<file path="src/rtl/mips_pkg.sv">
// Shared types and constants for the MIPS memory-access pipeline stage.
package mips_pkg;

  localparam int DATA_W = 32;
  localparam int REG_W  = 5;

  // IDLE accepts a new execute bundle; WAIT holds one outstanding bus access.
  typedef enum logic {
    IDLE = 1'b0,
    WAIT = 1'b1
  } mem_state_t;

  localparam logic [1:0] ERR_NONE     = 2'b00;
  localparam logic [1:0] ERR_MISALIGN = 2'b01;
  localparam logic [1:0] ERR_TIMEOUT  = 2'b10;
  localparam logic [1:0] ERR_CTRL     = 2'b11;

  // Word accesses only: the two low byte-address bits must be zero.
  function automatic logic is_word_aligned(input logic [DATA_W-1:0] addr);
    return (addr[1:0] == 2'b00);
  endfunction

endpackage

</file>
<file path="src/rtl/dmem_watchdog.sv">
// Counts cycles spent waiting on the data-memory acknowledge and flags the
// last permitted cycle so the stage can abort on the following edge.
module dmem_watchdog #(
  parameter int TIMEOUT_CYCLES = 16
) (
  input  logic clk,
  input  logic rst,
  input  logic clear,
  input  logic enable,
  output logic expired
);

  localparam int CNT_W = $clog2(TIMEOUT_CYCLES + 1);
  localparam logic [CNT_W-1:0] LIMIT = CNT_W'(TIMEOUT_CYCLES - 1);

  logic [CNT_W-1:0] count_q, count_d;

  // Expired during the final waiting cycle: count equals cycles already waited.
  always_comb begin
    expired = enable && (count_q == LIMIT);
    count_d = count_q;
    if (clear) begin
      count_d = '0;
    end else if (enable && !expired) begin
      count_d = count_q + CNT_W'(1);
    end
  end

  // Cycle counter register.
  always_ff @(posedge clk or posedge rst) begin
    if (rst) begin
      count_q <= '0;
    end else begin
      count_q <= count_d;
    end
  end

endmodule

</file>
<file path="src/rtl/memory_access_stage.sv">
// MEM stage: word loads/stores over a req/ack bus with a watchdog, branch
// resolution, and a registered single-cycle writeback bundle.
//
// Handshake: a bundle transfers on a rising edge where EX_VALID and EX_READY
// are both high; EX_READY depends only on state, and the bus holds
// DMEM_REQ/ADDR/WDATA/WE stable until the edge that samples DMEM_ACK high.
module memory_access_stage
  import mips_pkg::*;
#(
  parameter int TIMEOUT_CYCLES = 16
) (
  input  logic              CLK,
  input  logic              RESET,
  input  logic              EX_VALID,
  output logic              EX_READY,
  input  logic [DATA_W-1:0] ALU_RESULT,
  input  logic              ZERO,
  input  logic [DATA_W-1:0] WRITE_DATA,
  input  logic [REG_W-1:0]  WRITE_REGISTER,
  input  logic [DATA_W-1:0] BRANCH_TARGET,
  input  logic              MEM_READ,
  input  logic              MEM_WRITE,
  input  logic              BRANCH,
  input  logic              REG_WRITE,
  input  logic              MEM_TO_REG,
  output logic              PC_SRC,
  output logic [DATA_W-1:0] PC_TARGET,
  output logic              DMEM_REQ,
  output logic              DMEM_WE,
  output logic [DATA_W-1:0] DMEM_ADDR,
  output logic [DATA_W-1:0] DMEM_WDATA,
  input  logic [DATA_W-1:0] DMEM_RDATA,
  input  logic              DMEM_ACK,
  output logic              WB_VALID,
  output logic              WB_REG_WRITE,
  output logic [REG_W-1:0]  WB_REGISTER,
  output logic [DATA_W-1:0] WB_DATA,
  output logic              ERR,
  output logic [1:0]        ERR_CODE,
  output mem_state_t        dbg_state
);

  mem_state_t        state_q, state_d;
  logic              pc_src_q, pc_src_d;
  logic [DATA_W-1:0] pc_target_q, pc_target_d;
  logic              req_q, req_d;
  logic              we_q, we_d;
  logic [DATA_W-1:0] addr_q, addr_d;
  logic [DATA_W-1:0] wdata_q, wdata_d;
  logic              wb_valid_q, wb_valid_d;
  logic              wb_reg_write_q, wb_reg_write_d;
  logic [REG_W-1:0]  wb_register_q, wb_register_d;
  logic [DATA_W-1:0] wb_data_q, wb_data_d;
  logic              err_q, err_d;
  logic [1:0]        err_code_q, err_code_d;
  // Bundle fields needed when an outstanding access completes.
  logic              reg_write_q, reg_write_d;
  logic              mem_to_reg_q, mem_to_reg_d;
  logic [DATA_W-1:0] alu_q, alu_d;

  logic accept;
  logic is_mem;
  logic wd_clear;
  logic wd_expired;

  dmem_watchdog #(
    .TIMEOUT_CYCLES(TIMEOUT_CYCLES)
  ) u_watchdog (
    .clk    (CLK),
    .rst    (RESET),
    .clear  (wd_clear),
    .enable (state_q == WAIT),
    .expired(wd_expired)
  );

  assign EX_READY     = (state_q == IDLE);
  assign accept       = EX_VALID && EX_READY;
  assign is_mem       = MEM_READ || MEM_WRITE;
  assign dbg_state    = state_q;
  assign PC_SRC       = pc_src_q;
  assign PC_TARGET    = pc_target_q;
  assign DMEM_REQ     = req_q;
  assign DMEM_WE      = we_q;
  assign DMEM_ADDR    = addr_q;
  assign DMEM_WDATA   = wdata_q;
  assign WB_VALID     = wb_valid_q;
  assign WB_REG_WRITE = wb_reg_write_q;
  assign WB_REGISTER  = wb_register_q;
  assign WB_DATA      = wb_data_q;
  assign ERR          = err_q;
  assign ERR_CODE     = err_code_q;

  // Next-state and registered-output logic; pulses default low every cycle.
  always_comb begin
    state_d        = state_q;
    pc_src_d       = 1'b0;
    pc_target_d    = pc_target_q;
    req_d          = req_q;
    we_d           = we_q;
    addr_d         = addr_q;
    wdata_d        = wdata_q;
    wb_valid_d     = 1'b0;
    wb_reg_write_d = wb_reg_write_q;
    wb_register_d  = wb_register_q;
    wb_data_d      = wb_data_q;
    err_d          = 1'b0;
    err_code_d     = ERR_NONE;
    reg_write_d    = reg_write_q;
    mem_to_reg_d   = mem_to_reg_q;
    alu_d          = alu_q;
    wd_clear       = 1'b0;

    case (state_q)
      IDLE: begin
        if (accept) begin
          wb_register_d = WRITE_REGISTER;
          reg_write_d   = REG_WRITE;
          mem_to_reg_d  = MEM_TO_REG;
          alu_d         = ALU_RESULT;
          if (BRANCH && ZERO) begin
            pc_src_d    = 1'b1;
            pc_target_d = BRANCH_TARGET;
          end
          if (MEM_READ && MEM_WRITE) begin
            // Contradictory controls: report and retire without touching the bus.
            err_d          = 1'b1;
            err_code_d     = ERR_CTRL;
            wb_valid_d     = 1'b1;
            wb_reg_write_d = 1'b0;
            wb_data_d      = ALU_RESULT;
          end else if (is_mem && !is_word_aligned(ALU_RESULT)) begin
            err_d          = 1'b1;
            err_code_d     = ERR_MISALIGN;
            wb_valid_d     = 1'b1;
            wb_reg_write_d = 1'b0;
            wb_data_d      = ALU_RESULT;
          end else if (is_mem) begin
            state_d  = WAIT;
            req_d    = 1'b1;
            we_d     = MEM_WRITE;
            addr_d   = ALU_RESULT;
            wdata_d  = WRITE_DATA;
            wd_clear = 1'b1;
          end else begin
            wb_valid_d     = 1'b1;
            wb_reg_write_d = REG_WRITE;
            wb_data_d      = ALU_RESULT;
          end
        end
      end
      WAIT: begin
        if (DMEM_ACK) begin
          // Acknowledge wins over a watchdog expiring in the same cycle.
          state_d        = IDLE;
          req_d          = 1'b0;
          we_d           = 1'b0;
          wb_valid_d     = 1'b1;
          wb_reg_write_d = we_q ? 1'b0 : reg_write_q;
          wb_data_d      = mem_to_reg_q ? DMEM_RDATA : alu_q;
        end else if (wd_expired) begin
          state_d        = IDLE;
          req_d          = 1'b0;
          we_d           = 1'b0;
          err_d          = 1'b1;
          err_code_d     = ERR_TIMEOUT;
          wb_valid_d     = 1'b1;
          wb_reg_write_d = 1'b0;
          wb_data_d      = alu_q;
        end
      end
      default: state_d = IDLE;
    endcase
  end

  // State and output registers; reset discards any pending access.
  always_ff @(posedge CLK or posedge RESET) begin
    if (RESET) begin
      state_q        <= IDLE;
      pc_src_q       <= 1'b0;
      pc_target_q    <= '0;
      req_q          <= 1'b0;
      we_q           <= 1'b0;
      addr_q         <= '0;
      wdata_q        <= '0;
      wb_valid_q     <= 1'b0;
      wb_reg_write_q <= 1'b0;
      wb_register_q  <= '0;
      wb_data_q      <= '0;
      err_q          <= 1'b0;
      err_code_q     <= ERR_NONE;
      reg_write_q    <= 1'b0;
      mem_to_reg_q   <= 1'b0;
      alu_q          <= '0;
    end else begin
      state_q        <= state_d;
      pc_src_q       <= pc_src_d;
      pc_target_q    <= pc_target_d;
      req_q          <= req_d;
      we_q           <= we_d;
      addr_q         <= addr_d;
      wdata_q        <= wdata_d;
      wb_valid_q     <= wb_valid_d;
      wb_reg_write_q <= wb_reg_write_d;
      wb_register_q  <= wb_register_d;
      wb_data_q      <= wb_data_d;
      err_q          <= err_d;
      err_code_q     <= err_code_d;
      reg_write_q    <= reg_write_d;
      mem_to_reg_q   <= mem_to_reg_d;
      alu_q          <= alu_d;
    end
  end

endmodule

</file>
<file path="config.mk">
export PLATFORM = sky130hd
export DESIGN_NAME = memory_access_stage
export DESIGN_NICKNAME = d
export VERILOG_FILES = /design/src/rtl/mips_pkg.sv /design/src/rtl/dmem_watchdog.sv /design/src/rtl/memory_access_stage.sv
export SDC_FILE = /design/constraint.sdc
export NUM_CORES = 1
export LEC_CHECK = 0
export ABC_AREA = 0
export BUFFER_PORTS_ARGS = -buffer_cell sky130_fd_sc_hd__buf_4
export CORE_ASPECT_RATIO = 1.25
export CORE_MARGIN = 2
export CORE_UTILIZATION = 35
export CTS_CLUSTER_SIZE = 30
export DETAILED_ROUTE_END_ITERATION = 6
export PLACE_DENSITY_LB_ADDON = 0.05
export SYNTH_ARGS = -nofsm -noshare
export SYNTH_HDL_FRONTEND = slang
export SYNTH_SLANG_ARGS = --single-unit
</file>
<file path="constraint.sdc">
create_clock -name CLK -period 13.7 [get_ports CLK]
set_input_delay 0.685 -clock CLK [delete_from_list [all_inputs] [get_ports CLK]]
set_output_delay 0.685 -clock CLK [all_outputs]
set_load 0.02 [all_outputs]
</file>
==> impl_metrics.ini, run 1 <==
[run_status]
status = finished clean

[clock_network]
cts_buffers = 17
post_cts_buffers = 0
ctsHtreeMaxLevel = 4
cts_sinks = 181
insertion_delay_ns = 0.42
clockBufferDepth = 2
clockRootBuffer = clkbuf_16
cts_tree = built
post_cts_resized = 0
cts.clk_slew.worst_paths_ns = 0.07
cts_hold_buf = 0

[critical_path]
cp_top_family = buffers and inverters
path_cells = buf_4 -> o21ai_1 -> a22oi_4 -> buf_4 -> mux2_2
crit_arrival_ns = 2.83
cp_max_fo = 76
critical_path_class = register to register
cp_num_buf_inv = 2
cp-end-kind = register
cp-start-kind = register
max_stage_delay_ns = 0.59
crit_top_cell = buf_4
crit_required_ns = 14.00
reg2reg_depth = 5
r2r_end = WB_DATA[13]$_DFFE_PP0P_
slowest_stage = buf_4
rr_startpoint = dbg_state$_DFF_PP0_
r2r_setup_slack_ns = 11.17

[sta]
maxSlewViolCount = 0
fin_skew_ns = 0.0117
maxSlewHeadroom_pct = 21.6
fin_crit_sh_pct = 18.4
period_minus_slack_ns = 2.53
rsz0062_at_grt = no
hold-worst-slack_ns = 0.449
fmax_mhz = 396
tightestPinTransition_ns = 1.17
setup_violations = 0
tns_ns = 0
hold_viol_final = 0

[pwr]
power.leakage_nw = 5.38
p_int_w = 0.00119
clock_power_share_pct = 28.8
combPwrFrac_pct = 29.7
swShare_pct = 31.7
power.density_nw_per_um2 = 166
p_switching_w = 0.000551
pwr-share-seq_pct = 41.5
vdd_drop_max_v = 0.0000902

[synth]
synth.area.top_cells = dfrtp_1 (60%), mux2_2 (15%), nand2_1 (9.4%)
synth_commonest_cells = nand2_1 (190), dfrtp_1 (181), mux2_2 (100)
synth.largest_area_cell = dfrtp_1
ys_seq_elements = 181
syn_area_per_cell_um2 = 11.6
syn_nets = 800
synth_top_area_share_pct = 59.7
syn_area_um2 = 7590
yosysMostFrequentCell = nand2_1
synth-async-reset-ratio_pct = 100
synth_edf_count = 0
synth_ff_type = dfrtp_1
yosysUniqueCellTypes = 37
synth_cells = 655
ys.warnings.count = 0
seq_area_frac_synth_pct = 59.7

[global_route]
antenna_found_initial = 0
grt_first_pass_wirelength_um = 31600
gr-total-overflow = 0
grt_pass1_vias = 5971
grtUsageTotal_pct = 17.8
grt_max_degree = 109

[routing]
totalWireLength_um = 20200
drtAntennaViolNets = 0
drt_iter0_drc = 228
drc = 0
post_drt_wl_per_cell_um = 16.6
drt_pre_antenna_iters = 4
drt-vias-per-instance = 4.61
vias = 5619

[placed_design]
place_congestion = 0.753
dp.final_hpwl_um = 14200
port_buffers = 285

[die]
rows = 60
die_h_um = 169
core_area_um2 = 21400
io_pins = 286
initial_core_util_pct = 35.5
die_area_um2 = 22900
die_x_um = 136

[finish]
nFillCells = 2002
diodes = 0
drive_above_1_share_pct = 45.8
fin_nets = 1073
syn_to_final_growth_pct = 38.4

[hold_path]
min_path_type = input pin to async pin

[run]
cap_viol_max_count = 0
[layer usage]
metal / track usage (%) / vias to the layer above / routed length [µm]
met3: 5.99 / 14 / 1560
met5: 0 / - / 0
met4: 4.53 / 0 / 223
met1: 20.5 / 2715 / 7910
met2: 31.5 / 191 / 10500
li1: - / 2699 / -
[placed cells by master (no fill, tap or decap), types with 2 or more instances in the layout]
master | synthesis | routed
inv_1 | 4 | 3
bufinv_16 | 0 | 3
mux2i_1 | 35 | 35
dfrtp_1 | 181 | 180
o2bb2ai_1 | 2 | 2
clkinv_2 | 0 | 2
ha_1 | 2 | 2
o21ai_0 | 2 | 2
mux2_1 | 3 | 3
buf_4 | 3 | 291
mux2_2 | 100 | 100
a21oi_1 | 32 | 32
nor2_1 | 38 | 38
nand3_2 | 1 | 2
nand3b_1 | 2 | 2
nand2b_1 | 2 | 2
inv_6 | 0 | 4
xor2_1 | 2 | 2
and2_1 | 4 | 4
clkinvlp_4 | 0 | 2
clkbuf_16 | 0 | 17
nand2_1 | 190 | 189
[how the worst max path moves through the flow]
stage	from	end	cells past startpoint
floorplan	RESET	DMEM_ADDR[0]$_DFFE_PP0P_	1
global placement	RESET	PC_TARGET[1]$_DFFE_PP0P_	3
detailed placement	RESET	PC_TARGET[14]$_DFFE_PP0P_	3
CTS	dbg_state$_DFF_PP0_	WB_DATA[1]$_DFFE_PP0P_	5
global route	dbg_state$_DFF_PP0_	WB_DATA[6]$_DFFE_PP0P_	5
finish	dbg_state$_DFF_PP0_	WB_DATA[13]$_DFFE_PP0P_	5
[stage by stage]
step	cells	power [W]	util [%]	setup WS (ns)	instance area (µm²)
after floorplan	655	0.00101	-	8.10	7590
after global placement	1188	0.00124	46.3	11.14	9910
after global routing	1218	0.00183	49.1	10.97	10500
final	1218	0.00174	49.1	11.17	10500
after CTS	1218	0.00176	49.1	11.12	10500
after detailed placement	1188	0.00126	46.3	11.07	9910
[final cells by class]
| type | count | area [µm²] | area share (%) |
|---|---|---|---|
| Clock buffer | 19 | 443 | 4.22 |
| Clock inverter | 11 | 150 | 1.43 |
| Inverter | 4 | 20.0 | 0.191 |
| Multi-Input combinational cell | 433 | 2830 | 26.9 |
| Sequential cell | 181 | 4530 | 43.1 |
| Tap cell | 279 | 349 | 3.32 |
| Timing Repair Buffer | 291 | 2180 | 20.8 |
[kinds of logic after synthesis]
kind of cell	after synthesis	synth area share, %
buffers and inverters	41	3.18
AOI/OAI and AO/OA	40	3.00
xor gates and xnor gates	4	0.561
muxes	138	19.9
DFF	181	59.7
and+or+nand+nor	248	13.2
adders and majority gates	3	0.462
[state kept, by name, indices dropped and copies added, names as in the netlist, 2 cells and up]
signal / count
DMEM_ADDR: 32
PC_TARGET: 32
alu_q: 32
u_watchdog.count_q: 5
DMEM_WDATA: 32
WB_REGISTER: 5
WB_DATA: 32
ERR_CODE: 2
[worst register-to-register path: cells and delay by family (launching register included)]
kind,cells,cell delay [ns]
compound gates,2,0.60
mux,1,0.41
buf+inv,2,1.05
flops,1,0.36
[power groups by stage]
stage	combinational [W]	clock, W	sequential, W
after floorplan	0.000164	0	0.000844
after global placement	0.000516	0	0.000727
after detailed placement	0.000524	0	0.000732
after CTS	0.000525	0.000515	0.000724
after global routing	0.000557	0.000538	0.000738
final	0.000516	0.000500	0.000722
(Power assumes the default switching activity.)
==> inputs of run 2 (changes only) <==
==> constraint.sdc (replaced) <==
create_clock -name CLK -period 2.24 [get_ports CLK]
set_input_delay 0.112 -clock CLK [delete_from_list [all_inputs] [get_ports CLK]]
set_output_delay 0.112 -clock CLK [all_outputs]
set_load 0.02 [all_outputs]
==> run 2 against run 1 <==
Net effect:
- worst hold slack got worse by 0.43 ns
- clock power grew to 5.8 times the previous value
- sequential share of layout area fell by 4.4 points
- first-iteration DRC count down 4.8%
- clock skew increased by 0.0011 ns
- final area up 11%
==> impl_metrics.ini, run 2 (synthesis gave the netlist of run 1 again) <==
[pwr]
p_int_w = 0.00727
pwr-share-seq_pct = 41.5
clock_power_share_pct = 27.0
power.leakage_nw = 5.90
vdd_drop_max_v = 0.000500
swShare_pct = 31.9
power.density_nw_per_um2 = 912
p_total_w = 0.0107
combPwrFrac_pct = 31.5
p_switching_w = 0.00341

[sta]
rsz0062_at_grt = no
hold-worst-slack_ns = 0.0226
period_minus_slack_ns = 2.03
fin_crit_sh_pct = 90.6
setup_violations = 0
setup_ws_ns = 0.210
fin_skew_ns = 0.0128
maxSlewHeadroom_pct = 69.3
hold_viol_final = 0
maxSlewViolCount = 0
fmax_mhz = 493
tightestPinTransition_ns = 0.459

[critical_path]
cp-start-kind = register
path_cells = ha_1 -> and3_1 -> ha_1 -> o21ai_1 -> a22oi_4 -> buf_4 -> mux2_1
cp_num_buf_inv = 1
cp_max_fo = 14
crit_top_cell = ha_1
cp_top_family = adder cells
cp-end-kind = register
slowest_stage = dfrtp_1
crit_arrival_ns = 2.33
max_stage_delay_ns = 0.41
crit_required_ns = 2.54
critical_path_class = register to register

[run]
cap_viol_max_count = 0

[placed_design]
pre_cts_ws_ns = 0.194
place_congestion = 0.769
port_buffers = 285
place_inst = 1203
dp.final_hpwl_um = 15200

[routing]
drt-vias-per-instance = 4.59
drt_pre_antenna_iters = 4
drc = 0
vias = 6134
drtAntennaViolNets = 0
totalWireLength_um = 21300
post_drt_wl_per_cell_um = 15.9
drt_iter0_drc = 217

[finish]
final_cell_mix = buf_4 (300), nand2_1 (189), dfrtp_1 (180), dlygate4sd3_1 (105), mux2_2 (100)
stdcell_count = 1337
drive_above_1_share_pct = 42.1
nFillCells = 1856
syn_to_final_growth_pct = 54.3
fin_nets = 1193
final_common_cell = buf_4
diodes = 0

[global_route]
grt_first_pass_wirelength_um = 33500
antenna_found_initial = 0
grt_pass1_vias = 6529
grtUsageTotal_pct = 18.8
grt_max_degree = 57
gr-total-overflow = 0

[die]
rows = 60
die_x_um = 136
die_h_um = 169
io_pins = 286
core_area_um2 = 21400
die_area_um2 = 22900
initial_core_util_pct = 35.5

[clock_network]
post_cts_resized = 0
ctsHtreeMaxLevel = 4
clockRootBuffer = clkbuf_16
cts_hold_buf = 105
insertion_delay_ns = 0.42
clockBufferDepth = 2
cts_tree = built
cts_buffers = 17
post_cts_buffers = 0
cts_sinks = 181
cts.clk_slew.worst_paths_ns = 0.06

[hold_path]
min_path_type = input pin to register

[run_status]
status = finished clean
==> run 2: cell types whose count changed in the layout (fill, tap and decap cells not counted), moves of 2 or more <==
cell and delta:
buf_12 +6, buf_4 +9, clkinvlp_4 +2, dlygate4sd3_1 +105, inv_6 -2
==> run 2: final timing paths <==
path	start	to	slack, ns	cells past startpoint
worst min-delay path	DMEM_ACK	dbg_state$_DFF_PP0_	0.02	3
max in group asynchronous	RESET	WB_VALID$_DFF_PP0_	1.30	4
min in group asynchronous	RESET	DMEM_ADDR[28]$_DFFE_PP0P_	0.27	3
worst min register to register	DMEM_WDATA[31]$_DFFE_PP0P_	DMEM_WDATA[31]$_DFFE_PP0P_	0.47	2
worst max-delay path	u_watchdog.count_q[0]$_DFFE_PP0P_	WB_DATA[7]$_DFFE_PP0P_	0.21	7
worst max register to register	u_watchdog.count_q[0]$_DFFE_PP0P_	WB_DATA[7]$_DFFE_PP0P_	0.21	7
==> run 2: worst min-delay path, delay by kind of cell <==
| family | cells | cell delay [ns] |
|---|---|---|
| AND/OR/NAND/NOR | 2 | 0.18 |
| buffers and inverters | 1 | 0.11 |
==> run 2: cell type report <==
| cell class | count | area, µm² | area share (%) |
|---|---|---|---|
| Multi-Input combinational cell | 433 | 2830 | 24.1 |
| Tap cell | 279 | 349 | 2.98 |
| Sequential cell | 181 | 4530 | 38.7 |
| Inverter | 4 | 18.8 | 0.160 |
| Timing Repair Buffer | 411 | 3420 | 29.2 |
| Clock buffer | 17 | 425 | 3.63 |
| Clock inverter | 12 | 133 | 1.13 |
==> run 2: metrics by stage <==
step	util [%]	cell area, µm²	setup TNS [ns]
global placement	47.2	10100	0
CTS	54.7	11700	0
finish	54.7	11700	0
global route	54.7	11700	0
detailed placement	47.2	10100	0
floorplan	-	7590	-35.22
==> run 2: per-layer routing <==
| layer | vias to the layer above | GRT usage (%) | wire length, µm |
|---|---|---|---|
| li1 | 2948 | - | - |
| met1 | 2967 | 21.3 | 8310 |
| met2 | 195 | 34.2 | 11200 |
| met3 | 24 | 5.39 | 1520 |
| met4 | 0 | 5.39 | 344 |
| met5 | - | 0 | 0 |
==> run 2: power groups by stage <==
| stage | sequential [W] | combinational [W] | clock (W) |
|---|---|---|---|
| 2_1_floorplan | 0.00516 | 0.00100 | 0 |
| 3_3_place_gp | 0.00445 | 0.00320 | 0 |
| 3_5_place_dp | 0.00449 | 0.00326 | 0 |
| 4_1_cts | 0.00443 | 0.00341 | 0.00299 |
| 5_1_grt | 0.00452 | 0.00362 | 0.00313 |
| 6_report | 0.00443 | 0.00336 | 0.00289 |
